[src/rtl/register_file_param.sv]
// 2-read/2-write register file with a one-entry-per-cycle bulk clear engine (also run on reset).
// Define REGFILE_BYPASS_EN to forward same-cycle accepted writes to the read ports.

module register_file_param_rd #(
  parameter int DATA_W   = 32,
  parameter int ADDR_W   = 5,
  parameter int ZERO_REG = 1
) (
  input  logic [ADDR_W-1:0] rd_addr,
  input  logic [DATA_W-1:0] arr_data,
  input  logic              byp_hit,
  input  logic [DATA_W-1:0] byp_data,
  output logic [DATA_W-1:0] rd_data
);
  always_comb begin
    rd_data = arr_data;
    if (byp_hit) rd_data = byp_data;
    if (ZERO_REG != 0 && rd_addr == '0) rd_data = '0;
  end
endmodule

module register_file_param #(
  parameter int DATA_W   = 32,
  parameter int ADDR_W   = 5,
  parameter int ZERO_REG = 1
) (
  input  logic              Clk_Core,
  input  logic              Rst_Core,
  input  logic [ADDR_W-1:0] Read_Addr_Port_1,
  output logic [DATA_W-1:0] Read_Data_Port_1,
  input  logic [ADDR_W-1:0] Read_Addr_Port_2,
  output logic [DATA_W-1:0] Read_Data_Port_2,
  input  logic [ADDR_W-1:0] Write_Addr_Port_1,
  input  logic [DATA_W-1:0] Write_Data_Port_1,
  input  logic              Wr_En_1,
  input  logic [ADDR_W-1:0] Write_Addr_Port_2,
  input  logic [DATA_W-1:0] Write_Data_Port_2,
  input  logic              Wr_En_2,
  input  logic              Clr_Req,
  output logic              Busy,
  output logic              Clr_Done,
  output logic              Wr_Drop
);
  localparam int              DEPTH    = 1 << ADDR_W;
  localparam int              NUM_RD   = 2;
  localparam logic [ADDR_W-1:0] LAST_IDX = ADDR_W'(DEPTH - 1);

  typedef enum logic {IDLE, CLEARING} state_t;

  state_t              state, state_nxt;
  logic [ADDR_W-1:0]   clr_idx, clr_idx_nxt;
  logic [DATA_W-1:0]   mem [DEPTH];
  logic                we_1, we_2;

  logic [NUM_RD-1:0][ADDR_W-1:0] rd_addr;
  logic [NUM_RD-1:0][DATA_W-1:0] rd_raw, rd_data, byp_data;
  logic [NUM_RD-1:0]             byp_hit;

  assign Busy     = (state == CLEARING);
  assign Clr_Done = Busy && (clr_idx == LAST_IDX);

  // Accepted writes: idle, enabled, and not aimed at a hardwired zero entry.
  assign we_1 = Wr_En_1 && !Busy && !(ZERO_REG != 0 && Write_Addr_Port_1 == '0);
  assign we_2 = Wr_En_2 && !Busy && !(ZERO_REG != 0 && Write_Addr_Port_2 == '0);

  always_comb begin
    state_nxt   = state;
    clr_idx_nxt = clr_idx;
    case (state)
      IDLE: if (Clr_Req) begin
        state_nxt   = CLEARING;
        clr_idx_nxt = '0;
      end
      CLEARING: begin
        clr_idx_nxt = clr_idx + ADDR_W'(1);
        if (clr_idx == LAST_IDX) state_nxt = IDLE;
      end
      default: state_nxt = IDLE;
    endcase
  end

  always_ff @(posedge Clk_Core) begin
    if (Rst_Core) begin
      state   <= CLEARING;
      clr_idx <= '0;
      Wr_Drop <= 1'b0;
    end else begin
      state   <= state_nxt;
      clr_idx <= clr_idx_nxt;
      Wr_Drop <= Busy && (Wr_En_1 || Wr_En_2);
    end
  end

  // No reset on the array so it still maps to distributed RAM; port 2 wins by ordering.
  always_ff @(posedge Clk_Core) begin
    if (Busy) begin
      mem[clr_idx] <= '0;
    end else begin
      if (we_1) mem[Write_Addr_Port_1] <= Write_Data_Port_1;
      if (we_2) mem[Write_Addr_Port_2] <= Write_Data_Port_2;
    end
  end

  assign rd_addr[0]       = Read_Addr_Port_1;
  assign rd_addr[1]       = Read_Addr_Port_2;
  assign Read_Data_Port_1 = rd_data[0];
  assign Read_Data_Port_2 = rd_data[1];

  for (genvar p = 0; p < NUM_RD; p++) begin : g_rd
    assign rd_raw[p] = mem[rd_addr[p]];
`ifdef REGFILE_BYPASS_EN
    logic hit_1, hit_2;
    assign hit_1       = we_1 && (Write_Addr_Port_1 == rd_addr[p]);
    assign hit_2       = we_2 && (Write_Addr_Port_2 == rd_addr[p]);
    assign byp_hit[p]  = hit_1 || hit_2;
    assign byp_data[p] = hit_2 ? Write_Data_Port_2 : Write_Data_Port_1;
`else
    assign byp_hit[p]  = 1'b0;
    assign byp_data[p] = '0;
`endif
  end

  register_file_param_rd #(
    .DATA_W(DATA_W), .ADDR_W(ADDR_W), .ZERO_REG(ZERO_REG)
  ) u_rd [NUM_RD-1:0] (
    .rd_addr  (rd_addr),
    .arr_data (rd_raw),
    .byp_hit  (byp_hit),
    .byp_data (byp_data),
    .rd_data  (rd_data)
  );
endmodule

[config.mk]
export PLATFORM = sky130hd
export DESIGN_NAME = register_file_param
export DESIGN_NICKNAME = d
export VERILOG_FILES = /design/src/rtl/register_file_param.sv
export SDC_FILE = /design/constraint.sdc
export NUM_CORES = 2
export LEC_CHECK = 0
export ABC_AREA = 1
export CELL_PAD_IN_SITES_DETAIL_PLACEMENT = 1
export CELL_PAD_IN_SITES_GLOBAL_PLACEMENT = 2
export CORE_ASPECT_RATIO = 0.6
export CORE_UTILIZATION = 41
export DETAILED_ROUTE_END_ITERATION = 8
export PLACE_DENSITY_LB_ADDON = 0.1
export SLEW_MARGIN = 10
export SYNTH_ARGS = -nofsm -noshare
export SYNTH_HDL_FRONTEND = slang
export SYNTH_SLANG_ARGS = --single-unit
[constraint.sdc]
create_clock -name Clk_Core -period 9 [get_ports Clk_Core]
set_clock_uncertainty 0.1 [all_clocks]
set_input_delay 2.25 -clock Clk_Core [delete_from_list [all_inputs] [get_ports Clk_Core]]
set_output_delay 2.25 -clock Clk_Core [all_outputs]
set_load 0.005 [all_outputs]
==> impl_metrics.ini <==
[synth]
synthesis.yosys.warnings = 0
synth-adder-area-share = 0.000381
synthTopCellsByCount = nand2_1 (3586), nand3_1 (1392), edfxtp_1 (1024), o21ai_0 (694), buf_2 (339)
synth-edff-count = 1024
syn_area_per_cell_um2 = 7.64
post_synth_and_or_nand_nor_area_fraction = 0.341
synthXorXnorAreaFrac = 0
synth_area_leader_cell = edfxtp_1
synth.net_count = 8685
synth_top_cell_area_share = 0.469
synthMostInstantiatedCell = nand2_1
ys_async_sr_fraction = 0
cell_count_after_synthesis = 8594
synth-main-ff-cell = edfxtp_1
synth_top_family_by_area = simple AND/OR/NAND/NOR gates
synth_cell_types = 40
synth.top_cells.by_area = edfxtp_1 (47%), nand2_1 (21%), nand3_1 (11%)
netlist_area_um2 = 65600
ys_ff_latch = 1031
seq_area_frac_synth = 0.471
yosys-mux-area-fraction = 0
synth_compound_gate_area_share = 0.112

[floorplanning]
core_area_um2 = 158000
floorplan.die.width_um = 518
die-height_um = 312
initial_core_utilization = 0.414
die-area_um2 = 162000
io_pins = 156
num_rows = 113

[flow_run]
max-cap-violations = 0

[detailed_routing]
remaining_design_rule_violation_count = 10
detail-route-antenna-nets = 0
post_drt_via_cell_ratio = 6.36
drt-total-wl_um = 352000
detail_route.first_pass.iterations = 8
dr_total_vias = 66800
route.detailed.wl_per_inst_um = 33.5
number_of_drc_markers_in_iteration_0 = 10300

[clock_network]
h-tree-depth = 3
path_clk_slew_ns = 0.06
worstSkewPairLatency_ns = 0.78
cts_tree = built
clock_tree.buffer_depth = 3
postCtsSetupRepairBufs = 0
root_buffer = clkbuf_16
cts-hold-fix-buffers = 0
tritoncts.num_buffers = 111
post_cts_resize_count = 0
cts_num_sinks = 1031

[setup_path]
critical-path-max-stage-delay_ns = 0.63
cp_top_family = buffers and inverters
worst-setup-path-type = in2out
slowest_stage_cell_cp = clkdlybuf4s50_1
path_cells = buf_8 > inv_8 > buf_4 > o21ai_0 > o21ai_0 > nor2_1 > nor2_1 > nor2_1 > nor2_1 > clkdlybuf4s50_1
crit_buf_inv = 4
critical_path_data_required_time_ns = 6.65
end_kind = primary output
critical_path_peak_fanout = 81
worst-endpoint-arrival_ns = 5.72
critical-path-top-cell-by-count = nor2_1
timing.critical_path.from_type = primary input

[global_route]
globalRouteOverflowTotal = 0
grtUsageTotal = 0.429
grt_max_degree = 121
via_count_of_the_first_global_routing_pass = 64300
antenna_found_initial = 30
grt_pass1_wl_um = 495000

[placed_design]
place.gp.congestion = 0.916
placement.setup.worst_slack_ns = 1.16
final_hpwl_from_detailed_placement_um = 210000
port-buffer-count = 155
dp_area_um2 = 68100
placedCellCount = 10300

[timing]
unrepaired_setup_endpoints_after_global_routing = false
min_period_ns = 8.07
timing_max_transition_violations_final = 0
clock.fmax_mhz = 124
totalNegativeSetupSlack_ns = 0
setup_viol = 0
layout_setup_ws_ns = 0.930
worst_slew_margin_rel = 0.0560
timing_worst_slew_pin_value_ns = 1.41
post-route-period-util = 0.897
final_hold_violation_count = 0

[layout]
final_area_um2 = 71500
final_cells = 10500
layout-drive-gt1-share = 0.0963
final_layout_net_count = 8371
layout-area-overhead-vs-synth_pct = 8.97

[power]
leakagePower_nw = 27.6
p_per_area_nw_per_um2 = 159
irDropWorstVdd_uv = 174

[outcome]
failed_checks = design-rule violations
status = finished with violations

[worst_hold_path]
hold_path.class = reg2reg
final cells by class:
class	instances	area, um2
multi-input combinational	6581	30100
sequential	1031	30900
timing repair buffer	370	3620
tap	2127	2660
clock buffer	139	2970
fill	19200	87000
antenna	8	20.0
clock inverter	62	414
inverter	185	791
worst reg2reg max path: stages (launching register included):
cell and delay (ns):
dfxtp_1 0.47, nor2_4 0.28, inv_2 0.09, nor2_4 0.51, and3_1 0.40, nand2_2 0.56, nand2_2 1.13, buf_4 0.69
power by group:
part           switching [W]  total [W]  leakage (nW)  internal, W
clock                0.00220    0.00466          1.65      0.00246
combinational        0.00109    0.00146          15.5     0.000371
sequential         0.0000226    0.00527          10.5      0.00525
per-stage QoR:
step	power [W]	utilization	hold slack, ns
5_1_grt	0.0116	0.451	0.428
6_report	0.0114	0.451	0.391
3_5_place_dp	0.00677	0.430	0.376
3_3_place_gp	0.00676	0.430	0.371
4_1_cts	0.0113	0.451	0.395
2_1_floorplan	0.00610	-	0.354
registers in the layout (all words and copies together), names as in the netlist:
register and count:
clr_idx 5, mem 1024, Wr_Drop 1, Busy 1
metal layers:
layer | global-route usage | part of all wire
met1 | 0.618 | 0.42
met4 | 0.170 | 0.043
met5 | 0 | 0.00034
met2 | 0.603 | 0.40
met3 | 0.117 | 0.13
path summary, 6_finish.rpt:
check / startpoint / to / slack [ns] / depth (start not counted)
max: Read_Addr_Port_1[0] / Read_Data_Port_1[18] / 0.93 / 10
min: clr_idx[3] / clr_idx[3] / 0.39 / 2
min reg2reg: clr_idx[3] / clr_idx[3] / 0.39 / 2
max reg2reg: Busy / mem[1][8] / 4.38 / 7
logic make-up (layout without fill, tap and decap cells):
group                    count (synthesis)  count (layout)
flip-flops                            1031            1031
adder cells (fa/ha/maj)                  2               2
other                                    0               8
AO/OA/AOI/OAI                         1266            1266
buffers and inverters                  982             756
AND/OR/NAND/NOR                       5313            5313
placed cells by master (no fill, tap or decap), types with 4 or more instances in the layout:
master,synthesis,layout
a21oi_1,136,136
buf_12,3,36
buf_4,85,181
buf_8,1,4
bufinv_16,0,5
clkbuf_1,236,24
clkbuf_16,0,115
clkdlybuf4s50_1,0,145
clkinv_1,4,35
clkinv_2,0,17
clkinvlp_4,0,4
dfxtp_1,7,7
diode_2,0,8
edfxtp_1,1024,1024
inv_1,147,144
inv_2,14,11
inv_4,20,22
inv_6,0,5
inv_8,0,4
nand2_1,3586,3549
nand2_2,7,43
nand3_1,1392,1381
nand3_4,1,12
nor2_1,267,253
nor2_2,9,9
nor2_4,8,22
nor2_8,32,32
o21ai_0,694,694
o21ai_1,159,159
o21ai_2,271,271
No activity file was read; power rests on OpenSTA's default activity.
